[src/rtl/uart_tx_arbiter_pkg.sv]
// Shared types and constants for the UART transmit arbiter and its helpers.
package uart_tx_arbiter_pkg;

    typedef enum logic {
        ST_IDLE   = 1'b0,
        ST_LOCKED = 1'b1
    } arb_state_t;

    localparam logic [7:0] EOL_DEFAULT = 8'h0A;

    // Source slots as wired in fpga_top.
    localparam logic [1:0] SRC_CPU = 2'd0;
    localparam logic [1:0] SRC_MON = 2'd1;

endpackage

[src/rtl/uart_tx_arbiter_rr_pick.sv]
// Combinational round-robin select: first set request after i_last, wrapping modulo N.
module rr_pick #(
    parameter int N = 2
) (
    input  logic [N-1:0] i_req,
    input  logic [1:0]   i_last,
    output logic [1:0]   o_idx,
    output logic         o_any
);

    logic [3:0] w_req;
    logic [2:0] w_pos;
    logic       w_found;

    assign w_req = 4'(i_req);
    assign o_any = |i_req;

    always_comb begin
        o_idx   = '0;
        w_found = 1'b0;
        w_pos   = '0;
        for (int k = 1; k <= N; k++) begin
            // i_last < N and k <= N, so one subtraction is enough to wrap.
            w_pos = {1'b0, i_last} + 3'(k);
            if (w_pos >= 3'(N))
                w_pos = w_pos - 3'(N);
            if (!w_found && w_req[w_pos[1:0]]) begin
                o_idx   = w_pos[1:0];
                w_found = 1'b1;
            end
        end
    end

endmodule

[src/rtl/uart_tx_arbiter.sv]
// Round-robin line-locked arbiter sharing one UART tx serializer between N_REQ byte sources.
module uart_tx_arbiter
    import uart_tx_arbiter_pkg::*;
#(
    parameter int         N_REQ     = 2,
    parameter logic [7:0] EOL_CHAR  = EOL_DEFAULT,
    parameter int         TIMEOUT   = 1024,
    parameter int         MAX_BURST = 256,
    parameter int         CNT_W     = 11
) (
    input  logic               clk,
    input  logic               rst,
    input  logic [N_REQ-1:0]   req_valid,
    input  logic [8*N_REQ-1:0] req_data,
    output logic [N_REQ-1:0]   req_ready,
    output logic               tx_valid,
    output logic [7:0]         tx_data,
    input  logic               tx_ready,
    output logic [1:0]         grant_id,
    output logic               busy
);

    localparam logic [CNT_W-1:0] IDLE_LAST  = CNT_W'(TIMEOUT - 1);
    localparam logic [CNT_W-1:0] BURST_LAST = CNT_W'(MAX_BURST - 1);

    arb_state_t       r_state, w_state_nxt;
    logic [1:0]       r_grant, r_last;
    logic [CNT_W-1:0] r_idle, r_burst;
    logic             r_tx_valid;
    logic [7:0]       r_tx_data;

    logic       w_gvalid;
    logic [7:0] w_gdata;
    logic       w_slot_free, w_accept, w_release;
    logic [1:0] w_win;
    logic       w_any;

    rr_pick #(.N(N_REQ)) u_pick (
        .i_req  (req_valid),
        .i_last (r_last),
        .o_idx  (w_win),
        .o_any  (w_any)
    );

    always_comb begin
        w_gvalid = 1'b0;
        w_gdata  = '0;
        for (int i = 0; i < N_REQ; i++) begin
            if (r_grant == 2'(i)) begin
                w_gvalid = req_valid[i];
                w_gdata  = req_data[8*i +: 8];
            end
        end
    end

    // The output register can take a byte when empty or draining this cycle.
    assign w_slot_free = !r_tx_valid || tx_ready;

    always_comb begin
        w_state_nxt = r_state;
        req_ready   = '0;
        w_accept    = 1'b0;
        w_release   = 1'b0;
        case (r_state)
            ST_IDLE: begin
                if (w_any)
                    w_state_nxt = ST_LOCKED;
            end
            ST_LOCKED: begin
                for (int i = 0; i < N_REQ; i++)
                    if (r_grant == 2'(i))
                        req_ready[i] = w_slot_free;
                w_accept  = w_gvalid && w_slot_free;
                w_release = (w_accept && ((w_gdata == EOL_CHAR) || (r_burst == BURST_LAST)))
                         || (!w_gvalid && (r_idle == IDLE_LAST));
                if (w_release)
                    w_state_nxt = ST_IDLE;
            end
            default: ;
        endcase
    end

    always_ff @(posedge clk) begin
        if (rst)
            r_state <= ST_IDLE;
        else
            r_state <= w_state_nxt;
    end

    always_ff @(posedge clk) begin
        if (rst) begin
            r_grant <= SRC_CPU;
            r_last  <= 2'(N_REQ - 1);
            r_idle  <= '0;
            r_burst <= '0;
        end else if (r_state == ST_IDLE) begin
            if (w_any) begin
                r_grant <= w_win;
                r_idle  <= '0;
                r_burst <= '0;
            end
        end else begin
            if (w_release)
                r_last <= r_grant;
            if (w_gvalid)
                r_idle <= '0;
            else if (r_idle != '1)
                r_idle <= r_idle + 1'b1;
            if (w_accept && (r_burst != '1))
                r_burst <= r_burst + 1'b1;
        end
    end

    // Drains regardless of arbiter state; a pending byte is dropped only by reset.
    always_ff @(posedge clk) begin
        if (rst) begin
            r_tx_valid <= 1'b0;
            r_tx_data  <= '0;
        end else if (w_accept) begin
            r_tx_valid <= 1'b1;
            r_tx_data  <= w_gdata;
        end else if (tx_ready) begin
            r_tx_valid <= 1'b0;
        end
    end

    assign tx_valid = r_tx_valid;
    assign tx_data  = r_tx_data;
    assign grant_id = r_grant;
    assign busy     = (r_state == ST_LOCKED);

endmodule
[config.mk]
export PLATFORM = sky130hd
export DESIGN_NAME = uart_tx_arbiter
export DESIGN_NICKNAME = d
export VERILOG_FILES = /design/src/rtl/uart_tx_arbiter_pkg.sv /design/src/rtl/uart_tx_arbiter_rr_pick.sv /design/src/rtl/uart_tx_arbiter.sv
export SDC_FILE = /design/constraint.sdc
export NUM_CORES = 1
export LEC_CHECK = 0
export ABC_AREA = 1
export CAP_MARGIN = 20
export CELL_PAD_IN_SITES_DETAIL_PLACEMENT = 0
export CELL_PAD_IN_SITES_GLOBAL_PLACEMENT = 1
export CORE_ASPECT_RATIO = 0.7
export CORE_UTILIZATION = 39
export CTS_CLUSTER_DIAMETER = 60
export DETAILED_ROUTE_END_ITERATION = 8
export GPL_TIMING_DRIVEN = 0
export PLACE_DENSITY_LB_ADDON = 0.12
export SLEW_MARGIN = 20
export SYNTH_ARGS = -nofsm -noshare
export SYNTH_HDL_FRONTEND = slang
export SYNTH_SLANG_ARGS = --single-unit
export TNS_END_PERCENT = 20
[constraint.sdc]
create_clock -name clk -period 3.7 [get_ports clk]
set_clock_uncertainty 0.15 [all_clocks]
set_input_delay 0.37 -clock clk [delete_from_list [all_inputs] [get_ports clk]]
set_output_delay 0.37 -clock clk [all_outputs]
set_load 0.05 [all_outputs]
# Yosys cells after proc, flatten, opt, wreduce, memory -nomap -nowiden
# Cells that the tools add are included.
# word_totals
ff_bits	36
input_bits	21
elab_cells	74
# classes
n_eq_ne	8
add_sub_neg	6
order_cmp	4
bitwise	1
n_mux	29
n_reduce_logical	19
# op_table
cell	n
$mux 11	6
$add 11x1->11 const B	2
$ne 11x11->1 const B	2
$mux 8	2
$mux 1	13
$eq 11x10->1 const B	1
$eq 11x8->1 const B	1
$mux 2	5
$eq 8x4->1 const B	1
$reduce_and 2->1	4
$ge 3x2->1 const B	2
$lt 2x3->1 const B	2
$logic_and 1x1->1	5
$bmux 1 s2	2
$reduce_bool 2->1	2
$sub 2x2->2 const B	2
$add 2x1->3 const B	1
$add 2x2->3 const B	1
$logic_not 1->1	3
$logic_or 1x1->1	3
$ne 3x1->1 const B	1
$eq 2x1->1 const B	1
$logic_not 2->1	1
$ne 2x1->1 const B	1
other kinds (3)	3

# Longest topological paths before layout
# Gate-level depths: netlist of the first run.
# depth
depth_word	9
mapped_depth	14

# Hierarchy
# Synthesis of the first run repeated with hierarchy kept, for this count alone.
# hier_totals
hier_cells	275
area_unflattened_um2	1880.6
# modules_own_cells
module	seq_area_each_um2	cells_per_inst	area_per_inst_um2	instances
uart_tx_arbiter	720.7	267	1844.3	1
rr_pick	0.0	8	36.3	1

# Worst setup path before layout of the first run
# Ideal clock, no wire load.
# synth_timing
kind	register -> output
from	register r_state, in the netlist busy
to	output port req_ready[0]
t_required_ns	3.180
setup_slack_ns	0.981
path_buffers	1
stages_incl_launch_ff	6
arrival_ns	2.199
path_cell_list	dfxtp_1 -> buf_4 -> inv_1 -> nor2_1 -> inv_1 -> nor3_1
# synth_via
elab_chain_cells	1
# synth_lines
item	line_no	rtl
start: declaration	uart_tx_arbiter.sv:26	arb_state_t r_state, w_state_nxt;
start signal: assignment	uart_tx_arbiter.sv:87	r_state <= w_state_nxt;
$mux 2	uart_tx_arbiter.sv:64	case (r_state)
end: declaration	uart_tx_arbiter.sv:15	output logic [N_REQ-1:0] req_ready,
# Every way passes these cells.

# Worst setup path after layout of the first run
# Same ends and word-level chain as after synthesis.

==> reports/summary.txt, run 1 <==
Run status -> finished, final reports clean
Post-Syn Nets -> 299
Die X -> 85.55 um
1st-pass router iterations -> 4
Final Hold Slack -> 0.3125 ns
Clock share of power -> 0.340
Seq pwr share -> 0.470
Boundary Pins -> 35
Die Footprint -> 0.005174 mm^2
Worst setup SP type -> register
# rows -> 20
Final nets -> 339
Tcrit/Tclk final -> 0.7241
Vias in the first global route -> 1,703
Pleak -> 1.005 nW
GRT Overall Usage -> 0.2011
Sinks on Clock Net -> 36
Max VDD drop -> 0.1655 mV
Largest area contributor in the synthesized netlist -> dfxtp_1
PwrDens -> 361.0 mW/mm^2
Sequential cell area fraction in the yosys report -> 0.3782
Yosys reg bits -> 36
Clk buf depth -> 2
Setup WS post-layout -> 1.021 ns
Largest net degree at the start of global routing -> 11
Setup crit end kind -> output port
Post-CTS Hold Buffers -> 0
Setup TNS -> 0 ns
Synth Area per Inst -> 6.904 um^2
Initial antenna violation count -> 0
CP required -> 3.18 ns
Via count -> 1,820
Main area contributors after synthesis -> dfxtp_1 38%, nand2_1 11%, inv_1 6.9%
Initial core utilization -> 0.4231
Final WL -> 4618 um
Core area -> 0.004504 mm^2
Hold WC Path Type -> register to register
GR Util met3 -> 0.05034
Synthesis Warnings -> 0
Slew HR -> 0.5943
Pre-CTS WS -> 1.072 ns
Met1 Usage GRT -> 0.2895
Clk Latency, worst-skew pair -> 0.29 ns
Via/cell ratio -> 4.892
Resized cells post-CTS -> 0
Max Slew Vio Count -> 0
Share of cells above drive strength 1 -> 0.1136
Unrepaired setup endpoints after global routing -> no
Max Freq -> 0.3732 GHz
Logic pwr share -> 0.190
Met2 usage -> 0.2937
Worst-margin pin slew -> 0.6086 ns
Layout area overhead -> 25.67%
Iter 0 DRT Violations -> 103
Area share of the largest cell type after synthesis -> 0.3782
Post-DP HPWL -> 3371 um
First-pass GRT wire length -> 7969 um
GPL Wtd Cong -> 0.7841
NetSw -> 0.2515 mW
Clock root buffer -> clkbuf_8
Final setup fails -> 0
I/O Buffers -> 33
Crit Path Max Fanout -> 9
Setup bufs post-CTS -> 0
Total grt overflow -> 0
GR peak layer -> met2
Mapped cell area -> 0.001906 mm^2
CTS tree -> yes
DR WL/cell -> 12.41 um
Clock Pin Slew Worst Setup and Hold Paths -> 0.07 ns
Post-Syn Instances -> 276
Antenna cells -> 0
H-tree Lvls -> 2
Number of max-cap violations -> 0
Int Power -> 0.6129 mW
DRC errors left -> 0
Antenna Nets Post-Route -> 0
CTS Buf Count -> 5
Die Y -> 60.49 um
Switching Share -> 0.2910
Tmin final -> 2.679 ns
Distinct cells, synth -> 34
Final hold vios -> 0
Crit Path Class -> register to output port
Critical Path AT -> 2.16 ns
-- cells in the final DEF (no fill, tap or decap), types with 2 or more instances in the layout --
cell             netlist  final
nand2_1               57     57
dfxtp_1               36     36
inv_1                 35     35
clkdlybuf4s50_1        0     33
nor2_1                31     31
nand3_1               22     22
a21oi_1               16     16
o21ai_0               15     15
o21ai_1                8      8
a31oi_1                6      6
nand4_1                6      6
clkbuf_8               0      6
nand2_2                5      5
nor2_2                 5      5
buf_2                  4      4
nor3_1                 4      4
a21oi_2                4      4
clkbuf_1               1      3
or2_2                  3      3
ha_1                   2      2
-- worst max-delay path, stage by stage (launching register included) --
cell,delay (ns)
dfxtp_1,0.35
buf_4,0.17
inv_1,0.11
nor2_1,0.11
inv_1,0.11
nor3_1,0.16
clkdlybuf4s50_1,0.86
-- path summary, 6_finish.rpt --
kind,start,to,slack [ns],cells past startpoint
worst max-delay path,busy$_SDFF_PP0_,req_ready[0],1.02,6
worst min-delay path,r_last[0]$_SDFFE_PP1P_,r_last[0]$_SDFFE_PP1P_,0.31,2
worst max register to register,r_idle[0]$_SDFFE_PP0P_,r_idle[9]$_SDFFE_PP0P_,1.62,13
worst min register to register,r_last[0]$_SDFFE_PP1P_,r_last[0]$_SDFFE_PP1P_,0.31,2
-- area by class of cell --
cell class                      count  area (um^2)
Fill cell                         485         2110
Tap cell                           55        68.82
Inverter                           37        141.4
Clock buffer                        8        90.09
Buffer                              8        57.56
Multi-Input combinational cell    195        985.9
Sequential cell                    36        720.7
Timing Repair Buffer               33        330.3
-- kinds of logic (layout without fill, tap and decap cells) --
| group | after synthesis | in the layout | share of synthesized area |
|---|---|---|---|
| adders and majority gates | 2 | 2 | 0.01313 |
| AOI/OAI and AO/OA | 53 | 53 | 0.1622 |
| buffers and inverters | 45 | 86 | 0.1044 |
| DFF | 36 | 36 | 0.3782 |
| and+or+nand+nor | 140 | 140 | 0.3421 |
-- per-layer routing --
metal,vias to the layer above,part of all wire,wire length (um)
met5,-,0,0
met4,0,0.014,66
met3,8,0.053,244
met2,42,0.36,1649
met1,791,0.58,2657
li1,979,-,-
-- state kept, by name, indices dropped and copies added, names as in the netlist --
| register | count |
|---|---|
| r_last | 2 |
| grant_id | 2 |
| tx_valid | 1 |
| r_idle | 11 |
| busy | 1 |
| r_burst | 11 |
| tx_data | 8 |
-- power by group through the flow --
stage,Sequential [mW],Clock (mW),Combinational [mW]
after detailed placement,0.415,0,0.164
after global placement,0.414,0,0.165
after floorplan,0.445,0,0.0739
after CTS,0.406,0.304,0.165
final,0.406,0.294,0.164
after global routing,0.407,0.320,0.179
-- synth_stat cells (all sizes together) --
cell type	n
a211oi	1
a21oi	20
a31oi	6
buf	7
clkbuf	1
clkinv	1
dfxtp	36
ha	2
inv	36
nand2	63
nand3	23
nand3b	1
nand4	6
nor2	38
nor3	4
nor4	1
o211a	1
o21ai	24
o21bai	1
or2	4
-- per-stage QoR --
step,std cells,util,power (mW),area (um^2)
after floorplan,276,-,0.5192,1906
after global placement,364,0.5117,0.5793,2305
after detailed placement,364,0.5117,0.5791,2305
after CTS,372,0.5317,0.8749,2395
after global routing,372,0.5317,0.9057,2395
final,372,0.5317,0.8644,2395
No activity file was read; power rests on OpenSTA's default activity.
==> run 2: changes to the inputs <==
--- a/config.mk
+++ b/config.mk
@@ -10,7 +10,7 @@
 export CELL_PAD_IN_SITES_DETAIL_PLACEMENT = 0
 export CELL_PAD_IN_SITES_GLOBAL_PLACEMENT = 1
 export CORE_ASPECT_RATIO = 0.7
-export CORE_UTILIZATION = 39
+export CORE_UTILIZATION = 37
 export CTS_CLUSTER_DIAMETER = 60
 export DETAILED_ROUTE_END_ITERATION = 8
 export GPL_TIMING_DRIVEN = 0
==> constraint.sdc (replaced) <==
create_clock -name clk -period 2.5 [get_ports clk]
set_clock_uncertainty 0.15 [all_clocks]
set_input_delay 0.25 -clock clk [delete_from_list [all_inputs] [get_ports clk]]
set_output_delay 0.25 -clock clk [all_outputs]
set_load 0.05 [all_outputs]
==> run 2 against run 1 <==
- worst setup slack lost 0.75 ns
- sequential share of layout area shrank 0.33 points
- worst hold slack lost 0.040 ns
- highest routed layer unchanged
- final area grew 1.1%
- cell count grew 3.5%
- die area grew 5.2%
- count of clock-buffer cells in the layout shrank 1
- register-to-register slack lost 1.2 ns
==> reports/summary.txt, run 2 (synthesized netlist as in run 1, its figures left out) <==
Die Footprint -> 0.005446 mm^2 (+5.2%)
Setup TNS -> 0 ns (unchanged)
Pre-CTS WS -> 0.1142 ns (-0.9576 ns)
Slowest cell delay on critical path -> 0.56 ns (-0.30 ns)
Worst setup SP type -> register
Core area -> 0.004861 mm^2 (+7.9%)
Critical Path Stages -> 6 (unchanged)
GPL Wtd Cong -> 0.7520 (-4.1%)
Total grt overflow -> 0 (unchanged)
Hold Crit Depth -> 2 (unchanged)
Clk Latency, worst-skew pair -> 0.28 ns (about the same)
Setup WS post-layout -> 0.2757 ns (-0.7450 ns)
Via/cell ratio -> 4.823 (-1.4%)
Sinks on Clock Net -> 36 (unchanged)
Most common cell after layout, fill and taps aside -> nand2_1
Final nets -> 339 (unchanged)
CP Buf/Inv Count -> 4 (unchanged)
Iter 0 DRT Violations -> 103 (unchanged)
Final WL -> 4643 um (+0.54%)
Worst reg2reg startpoint -> r_idle[0]$_SDFFE_PP0P_
Max Freq -> 0.4496 GHz
Clk buf depth -> 2 (unchanged)
Unrepaired setup endpoints after global routing -> no
Hold WC Path Type -> input pin to register
Via count -> 1,857 (+2.0%)
First-pass GRT wire length -> 7693 um (-3.5%)
Final setup fails -> 0 (unchanged)
Post-DP HPWL -> 3396 um (+0.74%)
CTS Buf Count -> 5 (unchanged)
GRT Overall Usage -> 0.1880 (-0.01311)
Final hold vios -> 0 (unchanged)
Tcrit/Tclk final -> 0.8897
PwrDens -> 535.0 mW/mm^2 (+48%)
Crit Path Class -> register to output port
Antenna Nets Post-Route -> 0 (unchanged)
Hold_sp -> rst
Antenna cells -> 0 (unchanged)
Initial core utilization -> 0.3920 (-0.03103)
H-tree Lvls -> 2 (unchanged)
# rows -> 21 (+5.0%)
Layout area overhead -> 27.05%
Tmin final -> 2.224 ns
Die X -> 87.78 um (+2.6%)
I/O Buffers -> 33 (unchanged)
Share of cells above drive strength 1 -> 0.1203 (+0.006688)
Boundary Pins -> 35 (unchanged)
Clock root buffer -> clkbuf_8
Max VDD drop -> 0.2911 mV (+76%)
Top delay family on crit path -> buffers and inverters
Initial antenna violation count -> 0 (unchanged)
Worst setup startpoint -> busy$_SDFF_PP0_
CP Cell Sequence -> buf_4, inv_1, nor2_1, inv_1, nor2_1, dlygate4sd2_1
1st-pass router iterations -> 4 (unchanged)
Slew HR -> 0.5985 (+0.004240)
DRC errors left -> 0 (unchanged)
Placed Area -> 0.002327 mm^2 (+0.98%)
CTS tree -> yes
Vias in the first global route -> 1,612 (-5.3%)
Die Y -> 62.04 um (+2.6%)
Pleak -> 1.019 nW (+1.5%)
R2R cell count -> 13 (unchanged)
Setup crit end kind -> output port
Clock Pin Slew Worst Setup and Hold Paths -> 0.07 ns (about the same)
Worst-margin pin slew -> 0.6023 ns (-0.006360 ns)
Commonest non-fill, non-tap cells in the layout -> 57 x nand2_1, 36 x dfxtp_1, 35 x inv_1
Design Area, Final -> 0.002421 mm^2 (+1.1%)
Number of max-cap violations -> 0 (unchanged)
CP required -> 2.10 ns (-1.08 ns)
Crit-path slowest cell -> dlygate4sd2_1
Crit Path Max Fanout -> 9 (unchanged)
DR WL/cell -> 12.06 um (-2.9%)
Largest net degree at the start of global routing -> 11 (unchanged)
Run status -> finished, final reports clean
Critical Path AT -> 1.82 ns (-0.34 ns)
Max Slew Vio Count -> 0 (unchanged)
[run 2: what timing repair did]
item                                    in CTS  in global routing
gates resized for setup                      2                  0
endpoints found under the setup margin       2                  0
setup buffers                                0                  0
hold buffers                                 0                  0
endpoints found under the hold margin        0                  0
[run 2: through the flow]
| step | hold WS, ns | power, mW | instances | utilization |
|---|---|---|---|---|
| 2_1_floorplan | 0.2602 | 0.7690 | 276 | - |
| 3_5_place_dp | 0.2959 | 0.8582 | 378 | 0.4788 |
| 4_1_cts | 0.2909 | 1.313 | 385 | 0.4981 |
| 6_report | 0.2725 | 1.295 | 385 | 0.4981 |
| 5_1_grt | 0.3299 | 1.359 | 385 | 0.4981 |
| 3_3_place_gp | 0.2867 | 0.8581 | 378 | 0.4788 |
[run 2: final timing paths]
| kind | to | slack [ns] |
|---|---|---|
| max | req_ready[1] | 0.28 |
| min | tx_valid$_SDFFE_PP0P_ | 0.27 |
| max reg2reg | r_idle[9]$_SDFFE_PP0P_ | 0.44 |
| min reg2reg | r_last[0]$_SDFFE_PP1P_ | 0.31 |
[run 2: layout make-up]
type / instances / area (um^2)
tap: 69 / 86.33
buffer: 8 / 57.56
inverter: 37 / 141.4
multi-input combinational: 195 / 991.0
sequential: 36 / 720.7
timing repair buffer: 33 / 327.8
fill: 510 / 2440
clock buffer: 7 / 96.34
[run 2: where the power goes]
| part | switching, mW | internal [mW] |
|---|---|---|
| clock network | 0.205 | 0.246 |
| logic | 0.152 | 0.0911 |
| registers | 0.0107 | 0.590 |
[run 2: per-layer routing]
metal / vias up / GRT usage / part of all wire
met1: 821 / 0.2723 / 0.53
met5: - / 0 / 0
met3: 5 / 0.04624 / 0.064
met2: 53 / 0.2746 / 0.40
li1: 978 / - / -
met4: 0 / 0.05855 / 0.0082
